===== config.mk =====
export PLATFORM = sky130hd
export DESIGN_NAME = mips_multicycle_control_flat
export DESIGN_NICKNAME = d
export VERILOG_FILES = /design/src/rtl/mips_multicycle_control_if.sv /design/src/rtl/mips_multicycle_control.sv /design/src/flat_wrapper.sv
export SDC_FILE = /design/constraint.sdc
export NUM_CORES = 1
export LEC_CHECK = 0
export ABC_AREA = 1
export CORE_ASPECT_RATIO = 1.75
export CORE_UTILIZATION = 37
export CTS_BUF_LIST = sky130_fd_sc_hd__clkbuf_16
export DETAILED_ROUTE_END_ITERATION = 10
export PLACE_DENSITY = 0.81
export SLEW_MARGIN = 40
export SYNTH_ARGS = -nofsm -noshare
export SYNTH_HDL_FRONTEND = slang
export SYNTH_SLANG_ARGS = --single-unit

===== constraint.sdc =====
create_clock -name clk -period 1.8 [get_ports clk]
set_input_delay 0.36 -clock clk [delete_from_list [all_inputs] [get_ports clk]]
set_output_delay 0.36 -clock clk [all_outputs]
set_load 0.02 [all_outputs]

===== src/rtl/mips_multicycle_control_if.sv =====
// Bundle of the control FSM's datapath, instruction and memory-handshake signals.
interface mips_multicycle_control_if;
  logic [31:0] instr;
  logic        mem_ready;
  logic        zero;
  logic        overflow;
  logic [4:0]  alu_control;
  logic [1:0]  alu_src_a;
  logic [1:0]  alu_src_b;
  logic        ext_sel;
  logic        mem_read;
  logic        mem_write;
  logic        ir_write;
  logic        pc_write;
  logic        reg_write;
  logic        reg_dst;
  logic        mem_to_reg;
  logic [1:0]  pc_src;
  logic        trap;
  logic [1:0]  trap_cause;
  logic        instr_done;
  logic [3:0]  state;

  // Control unit side: observes instruction/flags, drives enables and selects.
  modport master (
    input  instr, mem_ready, zero, overflow,
    output alu_control, alu_src_a, alu_src_b, ext_sel, mem_read, mem_write,
           ir_write, pc_write, reg_write, reg_dst, mem_to_reg, pc_src,
           trap, trap_cause, instr_done, state
  );

  // Datapath side: the mirror image of the control unit.
  modport slave (
    output instr, mem_ready, zero, overflow,
    input  alu_control, alu_src_a, alu_src_b, ext_sel, mem_read, mem_write,
           ir_write, pc_write, reg_write, reg_dst, mem_to_reg, pc_src,
           trap, trap_cause, instr_done, state
  );
endinterface


===== src/rtl/mips_multicycle_control.sv =====
// Multi-cycle MIPS control FSM: sequences fetch/decode/execute/memory/writeback,
// decodes opcode/funct into ALU codes and raises illegal/overflow traps.
module mips_multicycle_control (
  input  logic                       clk,
  input  logic                       reset,
  mips_multicycle_control_if.master  bus
);

  localparam int unsigned ALU_W = 5;
  localparam int unsigned SEL_W = 2;

  localparam logic [ALU_W-1:0] ALU_ADD   = 5'b00000;
  localparam logic [ALU_W-1:0] ALU_SUB   = 5'b00001;
  localparam logic [ALU_W-1:0] ALU_AND   = 5'b00010;
  localparam logic [ALU_W-1:0] ALU_OR    = 5'b00011;
  localparam logic [ALU_W-1:0] ALU_SRA   = 5'b00100;
  localparam logic [ALU_W-1:0] ALU_SRL   = 5'b00101;
  localparam logic [ALU_W-1:0] ALU_SLL   = 5'b00110;
  localparam logic [ALU_W-1:0] ALU_SLLV  = 5'b00111;
  localparam logic [ALU_W-1:0] ALU_SLT   = 5'b01000;
  localparam logic [ALU_W-1:0] ALU_ADDI  = 5'b01001;
  localparam logic [ALU_W-1:0] ALU_ADDIU = 5'b01010;
  localparam logic [ALU_W-1:0] ALU_ANDI  = 5'b01011;
  localparam logic [ALU_W-1:0] ALU_ORI   = 5'b01100;
  localparam logic [ALU_W-1:0] ALU_LUI   = 5'b01101;
  localparam logic [ALU_W-1:0] ALU_SLTIU = 5'b01110;
  localparam logic [ALU_W-1:0] ALU_SLTI  = 5'b01111;
  localparam logic [ALU_W-1:0] ALU_BEQ   = 5'b10000;
  localparam logic [ALU_W-1:0] ALU_BNE   = 5'b10001;
  localparam logic [ALU_W-1:0] ALU_LW    = 5'b10010;
  localparam logic [ALU_W-1:0] ALU_SW    = 5'b10011;

  localparam logic [SEL_W-1:0] CAUSE_ILLEGAL  = 2'b01;
  localparam logic [SEL_W-1:0] CAUSE_OVERFLOW = 2'b10;

  typedef enum logic [3:0] {
    S_FETCH     = 4'd0,
    S_DECODE    = 4'd1,
    S_EXEC_R    = 4'd2,
    S_EXEC_I    = 4'd3,
    S_MEM_ADDR  = 4'd4,
    S_MEM_READ  = 4'd5,
    S_MEM_WB    = 4'd6,
    S_MEM_WRITE = 4'd7,
    S_ALU_WB    = 4'd8,
    S_BRANCH    = 4'd9,
    S_JUMP      = 4'd10,
    S_TRAP      = 4'd11
  } state_t;

  state_t           state_q, state_nxt;
  logic [SEL_W-1:0] trap_cause_q, cause_nxt;

  logic [5:0] opcode, funct;
  assign opcode = bus.instr[31:26];
  assign funct  = bus.instr[5:0];

  // Register/shamt/immediate fields are consumed by the datapath, not here.
  logic unused_instr_bits;
  assign unused_instr_bits = ^bus.instr[25:6];

  logic             r_legal, r_shift, r_ovf_chk;
  logic [ALU_W-1:0] r_code;
  logic             i_legal, i_zext, i_ovf_chk;
  logic [ALU_W-1:0] i_code;

  // R-type funct and I-type opcode decode tables.
  always_comb begin
    r_legal   = 1'b1;
    r_shift   = 1'b0;
    r_ovf_chk = 1'b0;
    r_code    = ALU_ADD;
    case (funct)
      6'h20: begin r_code = ALU_ADD;  r_ovf_chk = 1'b1; end
      6'h22: begin r_code = ALU_SUB;  r_ovf_chk = 1'b1; end
      6'h24: r_code = ALU_AND;
      6'h25: r_code = ALU_OR;
      6'h03: begin r_code = ALU_SRA;  r_shift = 1'b1; end
      6'h02: begin r_code = ALU_SRL;  r_shift = 1'b1; end
      6'h00: begin r_code = ALU_SLL;  r_shift = 1'b1; end
      6'h04: r_code = ALU_SLLV;
      6'h2A: r_code = ALU_SLT;
      default: r_legal = 1'b0;
    endcase

    i_legal   = 1'b1;
    i_zext    = 1'b0;
    i_ovf_chk = 1'b0;
    i_code    = ALU_ADD;
    case (opcode)
      6'h08: begin i_code = ALU_ADDI; i_ovf_chk = 1'b1; end
      6'h09: i_code = ALU_ADDIU;
      6'h0C: begin i_code = ALU_ANDI; i_zext = 1'b1; end
      6'h0D: begin i_code = ALU_ORI;  i_zext = 1'b1; end
      6'h0F: begin i_code = ALU_LUI;  i_zext = 1'b1; end
      6'h0A: i_code = ALU_SLTI;
      6'h0B: i_code = ALU_SLTIU;
      default: i_legal = 1'b0;
    endcase
  end

  // State register; trap cause is captured only on the edge entering TRAP.
  always_ff @(posedge clk) begin
    if (reset) begin
      state_q      <= S_FETCH;
      trap_cause_q <= 2'b00;
    end else begin
      state_q <= state_nxt;
      if (state_nxt == S_TRAP) trap_cause_q <= cause_nxt;
    end
  end

  // Next-state and datapath controls; everything held inactive during reset.
  always_comb begin
    state_nxt       = state_q;
    cause_nxt       = CAUSE_ILLEGAL;
    bus.alu_control = ALU_ADD;
    bus.alu_src_a   = 2'b00;
    bus.alu_src_b   = 2'b00;
    bus.ext_sel     = 1'b0;
    bus.mem_read    = 1'b0;
    bus.mem_write   = 1'b0;
    bus.ir_write    = 1'b0;
    bus.pc_write    = 1'b0;
    bus.reg_write   = 1'b0;
    bus.reg_dst     = 1'b0;
    bus.mem_to_reg  = 1'b0;
    bus.pc_src      = 2'b00;
    bus.trap        = 1'b0;
    bus.instr_done  = 1'b0;
    if (!reset) begin
      case (state_q)
        S_FETCH: begin
          bus.mem_read  = 1'b1;
          bus.alu_src_b = 2'b01;
          if (bus.mem_ready) begin
            bus.ir_write = 1'b1;
            bus.pc_write = 1'b1;
            state_nxt    = S_DECODE;
          end
        end
        S_DECODE: begin
          bus.alu_src_b = 2'b11;
          cause_nxt     = CAUSE_ILLEGAL;
          if (opcode == 6'h00)                     state_nxt = r_legal ? S_EXEC_R : S_TRAP;
          else if (i_legal)                        state_nxt = S_EXEC_I;
          else if (opcode == 6'h23 || opcode == 6'h2B) state_nxt = S_MEM_ADDR;
          else if (opcode == 6'h04 || opcode == 6'h05) state_nxt = S_BRANCH;
          else if (opcode == 6'h02)                state_nxt = S_JUMP;
          else                                     state_nxt = S_TRAP;
        end
        S_EXEC_R: begin
          bus.alu_control = r_code;
          bus.alu_src_a   = r_shift ? 2'b10 : 2'b01;
          bus.alu_src_b   = 2'b00;
          cause_nxt       = CAUSE_OVERFLOW;
          state_nxt       = (r_ovf_chk && bus.overflow) ? S_TRAP : S_ALU_WB;
        end
        S_EXEC_I: begin
          bus.alu_control = i_code;
          bus.alu_src_a   = 2'b01;
          bus.alu_src_b   = 2'b10;
          bus.ext_sel     = i_zext;
          cause_nxt       = CAUSE_OVERFLOW;
          state_nxt       = (i_ovf_chk && bus.overflow) ? S_TRAP : S_ALU_WB;
        end
        S_ALU_WB: begin
          bus.reg_write  = 1'b1;
          bus.reg_dst    = (opcode == 6'h00);
          bus.instr_done = 1'b1;
          state_nxt      = S_FETCH;
        end
        S_MEM_ADDR: begin
          bus.alu_control = (opcode == 6'h23) ? ALU_LW : ALU_SW;
          bus.alu_src_a   = 2'b01;
          bus.alu_src_b   = 2'b10;
          state_nxt       = (opcode == 6'h23) ? S_MEM_READ : S_MEM_WRITE;
        end
        S_MEM_READ: begin
          bus.mem_read = 1'b1;
          if (bus.mem_ready) state_nxt = S_MEM_WB;
        end
        S_MEM_WB: begin
          bus.reg_write  = 1'b1;
          bus.mem_to_reg = 1'b1;
          bus.instr_done = 1'b1;
          state_nxt      = S_FETCH;
        end
        S_MEM_WRITE: begin
          bus.mem_write = 1'b1;
          if (bus.mem_ready) begin
            bus.instr_done = 1'b1;
            state_nxt      = S_FETCH;
          end
        end
        S_BRANCH: begin
          bus.alu_control = (opcode == 6'h04) ? ALU_BEQ : ALU_BNE;
          bus.alu_src_a   = 2'b01;
          bus.alu_src_b   = 2'b00;
          bus.pc_src      = 2'b01;
          bus.pc_write    = (opcode == 6'h04) ? bus.zero : ~bus.zero;
          bus.instr_done  = 1'b1;
          state_nxt       = S_FETCH;
        end
        S_JUMP: begin
          bus.pc_write   = 1'b1;
          bus.pc_src     = 2'b10;
          bus.instr_done = 1'b1;
          state_nxt      = S_FETCH;
        end
        S_TRAP: begin
          bus.trap     = 1'b1;
          bus.pc_write = 1'b1;
          bus.pc_src   = 2'b11;
          state_nxt    = S_FETCH;
        end
        default: state_nxt = S_FETCH;
      endcase
    end
  end

  assign bus.state      = 4'(state_q);
  assign bus.trap_cause = trap_cause_q;

endmodule


===== src/flat_wrapper.sv =====
// flat-port wrapper written by rule: the top's interface ports become plain ports
module mips_multicycle_control_flat 
  (clk, reset, bus_instr, bus_mem_ready, bus_zero, bus_overflow, bus_alu_control, bus_alu_src_a, bus_alu_src_b, bus_ext_sel, bus_mem_read, bus_mem_write, bus_ir_write, bus_pc_write, bus_reg_write, bus_reg_dst, bus_mem_to_reg, bus_pc_src, bus_trap, bus_trap_cause, bus_instr_done, bus_state);
  mips_multicycle_control_if bus_i ();
  input  logic clk;
  input  logic reset;
  input wire logic [$bits(bus_i.instr)-1:0] bus_instr;
  input wire logic [$bits(bus_i.mem_ready)-1:0] bus_mem_ready;
  input wire logic [$bits(bus_i.zero)-1:0] bus_zero;
  input wire logic [$bits(bus_i.overflow)-1:0] bus_overflow;
  output wire logic [$bits(bus_i.alu_control)-1:0] bus_alu_control;
  output wire logic [$bits(bus_i.alu_src_a)-1:0] bus_alu_src_a;
  output wire logic [$bits(bus_i.alu_src_b)-1:0] bus_alu_src_b;
  output wire logic [$bits(bus_i.ext_sel)-1:0] bus_ext_sel;
  output wire logic [$bits(bus_i.mem_read)-1:0] bus_mem_read;
  output wire logic [$bits(bus_i.mem_write)-1:0] bus_mem_write;
  output wire logic [$bits(bus_i.ir_write)-1:0] bus_ir_write;
  output wire logic [$bits(bus_i.pc_write)-1:0] bus_pc_write;
  output wire logic [$bits(bus_i.reg_write)-1:0] bus_reg_write;
  output wire logic [$bits(bus_i.reg_dst)-1:0] bus_reg_dst;
  output wire logic [$bits(bus_i.mem_to_reg)-1:0] bus_mem_to_reg;
  output wire logic [$bits(bus_i.pc_src)-1:0] bus_pc_src;
  output wire logic [$bits(bus_i.trap)-1:0] bus_trap;
  output wire logic [$bits(bus_i.trap_cause)-1:0] bus_trap_cause;
  output wire logic [$bits(bus_i.instr_done)-1:0] bus_instr_done;
  output wire logic [$bits(bus_i.state)-1:0] bus_state;
  assign bus_i.instr = bus_instr;
  assign bus_i.mem_ready = bus_mem_ready;
  assign bus_i.zero = bus_zero;
  assign bus_i.overflow = bus_overflow;
  assign bus_alu_control = bus_i.alu_control;
  assign bus_alu_src_a = bus_i.alu_src_a;
  assign bus_alu_src_b = bus_i.alu_src_b;
  assign bus_ext_sel = bus_i.ext_sel;
  assign bus_mem_read = bus_i.mem_read;
  assign bus_mem_write = bus_i.mem_write;
  assign bus_ir_write = bus_i.ir_write;
  assign bus_pc_write = bus_i.pc_write;
  assign bus_reg_write = bus_i.reg_write;
  assign bus_reg_dst = bus_i.reg_dst;
  assign bus_mem_to_reg = bus_i.mem_to_reg;
  assign bus_pc_src = bus_i.pc_src;
  assign bus_trap = bus_i.trap;
  assign bus_trap_cause = bus_i.trap_cause;
  assign bus_instr_done = bus_i.instr_done;
  assign bus_state = bus_i.state;
  mips_multicycle_control u_core (.clk(clk), .reset(reset), .bus(bus_i));
endmodule

==> results of run 1 <==
per-layer routing:
metal	routed length (µm)	track usage (%)	part of all wire (%)
met5	0	0	0
met4	378	14.3	6.5
met3	347	2.77	6.0
met2	3130	64.6	54
met1	1940	30.4	33
where the power goes:
part           internal, µW  switching (µW)
Clock                   285            77.6
Sequential              145            11.7
Combinational           281             340
Total                   711             429
worst min path at each step:
| stage | from | end | slack, ns | depth (start not counted) |
|---|---|---|---|---|
| 2_1_floorplan | u_core.bus.trap_cause[0] | u_core.bus.trap_cause[0] | 0.54 | 2 |
| 3_3_place_gp | u_core.bus.trap_cause[0] | u_core.bus.trap_cause[0] | 0.45 | 2 |
| 3_5_place_dp | u_core.bus.trap_cause[0] | u_core.bus.trap_cause[0] | 0.46 | 2 |
| 4_1_cts | u_core.bus.trap_cause[1] | u_core.bus.trap_cause[1] | 0.46 | 2 |
| 5_1_grt | u_core.bus.trap_cause[1] | u_core.bus.trap_cause[1] | 0.50 | 2 |
| 6_report | u_core.bus.trap_cause[1] | u_core.bus.trap_cause[1] | 0.47 | 2 |
per-stage QoR:
stage          utilization, %  hold WS (ns)
2_1_floorplan               -         0.537
3_3_place_gp             74.0         0.445
3_5_place_dp             74.0         0.455
4_1_cts                  82.4         0.463
5_1_grt                  85.7         0.497
6_report                 85.8         0.466
what timing repair did:
action	CTS	global route
resized for setup	205	29
pin swaps	21	15
buffers inserted	9	2
endpoints found under the setup margin	23	21
hold buffers	0	0
cloned	0	0
state kept, by name, indices dropped and copies added, names as in the netlist:
signal and cells:
u_core.bus.state 4, u_core.bus.trap_cause 2
cells by family (layout without fill, tap and decap cells):
logic type	Yosys count	count (layout)	share of synthesized area, %
flip-flops	6	6	11.7
AO/OA/AOI/OAI	25	25	14.5
AND/OR/NAND/NOR	133	133	57.3
other	0	1	0
buffers and inverters	45	161	16.5
synth_stat cells:
cell type  count
a211oi_1       1
a21oi_1        6
a21oi_4        1
a31oi_1        5
buf_2          1
clkbuf_1       2
clkinv_1       1
dfxtp_1        6
inv_1         32
inv_2          9
nand2_1       60
nand2_2        6
nand3_1       16
nand3_2        1
nand3b_1       1
nand4_1        5
nor2_1        30
nor2_2         4
nor2_4         1
nor3_1         6
nor4_1         2
o21ai_0        8
o21ai_1        2
o22ai_1        1
o31ai_1        1
or2_2          1
critical path, stage by stage (launching register included):
cell and delay, ns:
dfxtp_2 0.33, buf_6 0.12, nor2_4 0.14, buf_6 0.15, inv_2 0.07, nor2_4 0.09, nand2_2 0.10, a31oi_1 0.20
buf_2 0.21
final cells by class:
class                   count  area (µm²)
flip-flops and latches      6         125
clock buffers               3        75.1
fillers                   154         377
inverters                  42         161
multi-input cells         158         971
well taps                  27        33.8
repair buffers            116         913
diodes                      1        2.50
==> flow_summary.yaml, run 1 <==
status:
  status: "complete, but fails checks"
  violations: "setup timing"
timing:
  final_max_slew_viol_count: 0
  setup_viol: 16
  hold_viol: 0
  fin_tns_setup_ns: -1.52
  worstMarginPinSlew_ns: 0.312
  min_period_ns: 2.00
  post-route-period-util_pct: 111
  timing.final.ws_setup_ns: -0.199
  clock_skew_ns: 0.00233
  grt_setup_unrepaired: "yes"
  fmax_mhz: 500
  relSlewSlack_pct: 79.0
floorplanning:
  io_pins: 64
  rows: 25
  coreArea_mm2: 0.00266
  die_area_mm2: 0.00300
  initial_core_util_pct: 38.7
  die_x_um: 41.9
  die_y_um: 71.7
setup_path:
  cp_max_fo: 4
  end_kind: "output pin"
  start_kind: "flip-flop"
  critPathKind: "reg -> out"
  crit_start: "u_core.bus.state[2]"
  endpoint: "bus_pc_write"
  reg2regPathDepth: 15
  r2r_start: "u_core.bus.state[2]"
  cp.arrival_ns: 1.64
  r2r_slack_ns: -0.11
  worstPathRequired_ns: 1.44
  worst_r2r_endpoint: "u_core.bus.trap_cause[1]"
placed_design:
  place_area_mm2: 0.00197
  post-place-ws_ns: -0.919
  dp_hpwl_um: 3290
  place_congestion: 0.881
  placed_cells: 338
  io_buffers: 43
clock_network:
  clockRootBuffer: "clkbuf_16"
  clkTransAtPathRegs_ns: 0.04
  clk_path_buf_depth: 2
  cts_tree: "yes"
  cts_buffers: 3
  clk_latency_ns: 0.23
  h-tree-depth: 1
  cts.sinks: 6
grt:
  grt_max_degree: 10
  antenna_found_initial: 0
  grt_pass1_vias: 1845
  track_usage_pct: 31.7
  grt_remaining_overflow: 0
  grt_pass1_wl_um: 7620
pwr:
  peakVddDrop_mv: 0.327
  finalPower_uw: 1140
  leakage_uw: 0.00123
  power_density_mw_per_mm2: 500
synth:
  synth_nets: 246
  yosysTopAreaCell: "nand2_1"
  ys_seq_elements: 6
  avgSynthCellArea_um2: 4.92
  postSynthCellCount: 209
  synth_top_area_share_pct: 21.9
  synth_area_leaders: "nand2_1 (22%), dfxtp_1 (12%), inv_1 (12%)"
  yosysUniqueCellTypes: 26
  ys_seq_area_share_pct: 11.7
  yosysWarnings: 0
  syn_area_mm2: 0.00103
layout:
  final_cell_area_mm2: 0.00228
  final_cell_mix: "buf_4 (75), nand2_1 (53), inv_1 (22)"
  final_nets: 364
  fin_cells: 353
  layout_commonest_cell: "buf_4"
  drive_above_1_share_pct: 57.5
  area_growth_pct: 122
route:
  dr.pass1.iters: 5
  drtAntennaViolNets: 0
  vias_per_cell: 5.58
  drt-initial-drc-count: 128
  remaining_drc_errors: 0
  wl_per_cell_um: 16.4
  vias: 1969
  postRouteWirelength_um: 5790
flow_run:
  drv_cap: 0
min_path:
  hp-class: "reg -> reg"
Power figures use the tool's default switching activity.
==> inputs of run 2 (changes only) <==
--- a/config.mk
+++ b/config.mk
@@ -11,6 +11,7 @@
 export CTS_BUF_LIST = sky130_fd_sc_hd__clkbuf_16
 export DETAILED_ROUTE_END_ITERATION = 10
 export PLACE_DENSITY = 0.81
+export RECOVER_POWER = 100
 export SLEW_MARGIN = 40
 export SYNTH_ARGS = -nofsm -noshare
 export SYNTH_HDL_FRONTEND = slang
==> results of run 2 <==
Same layout as run 1: the final DEF is identical, and so are final timing and power.
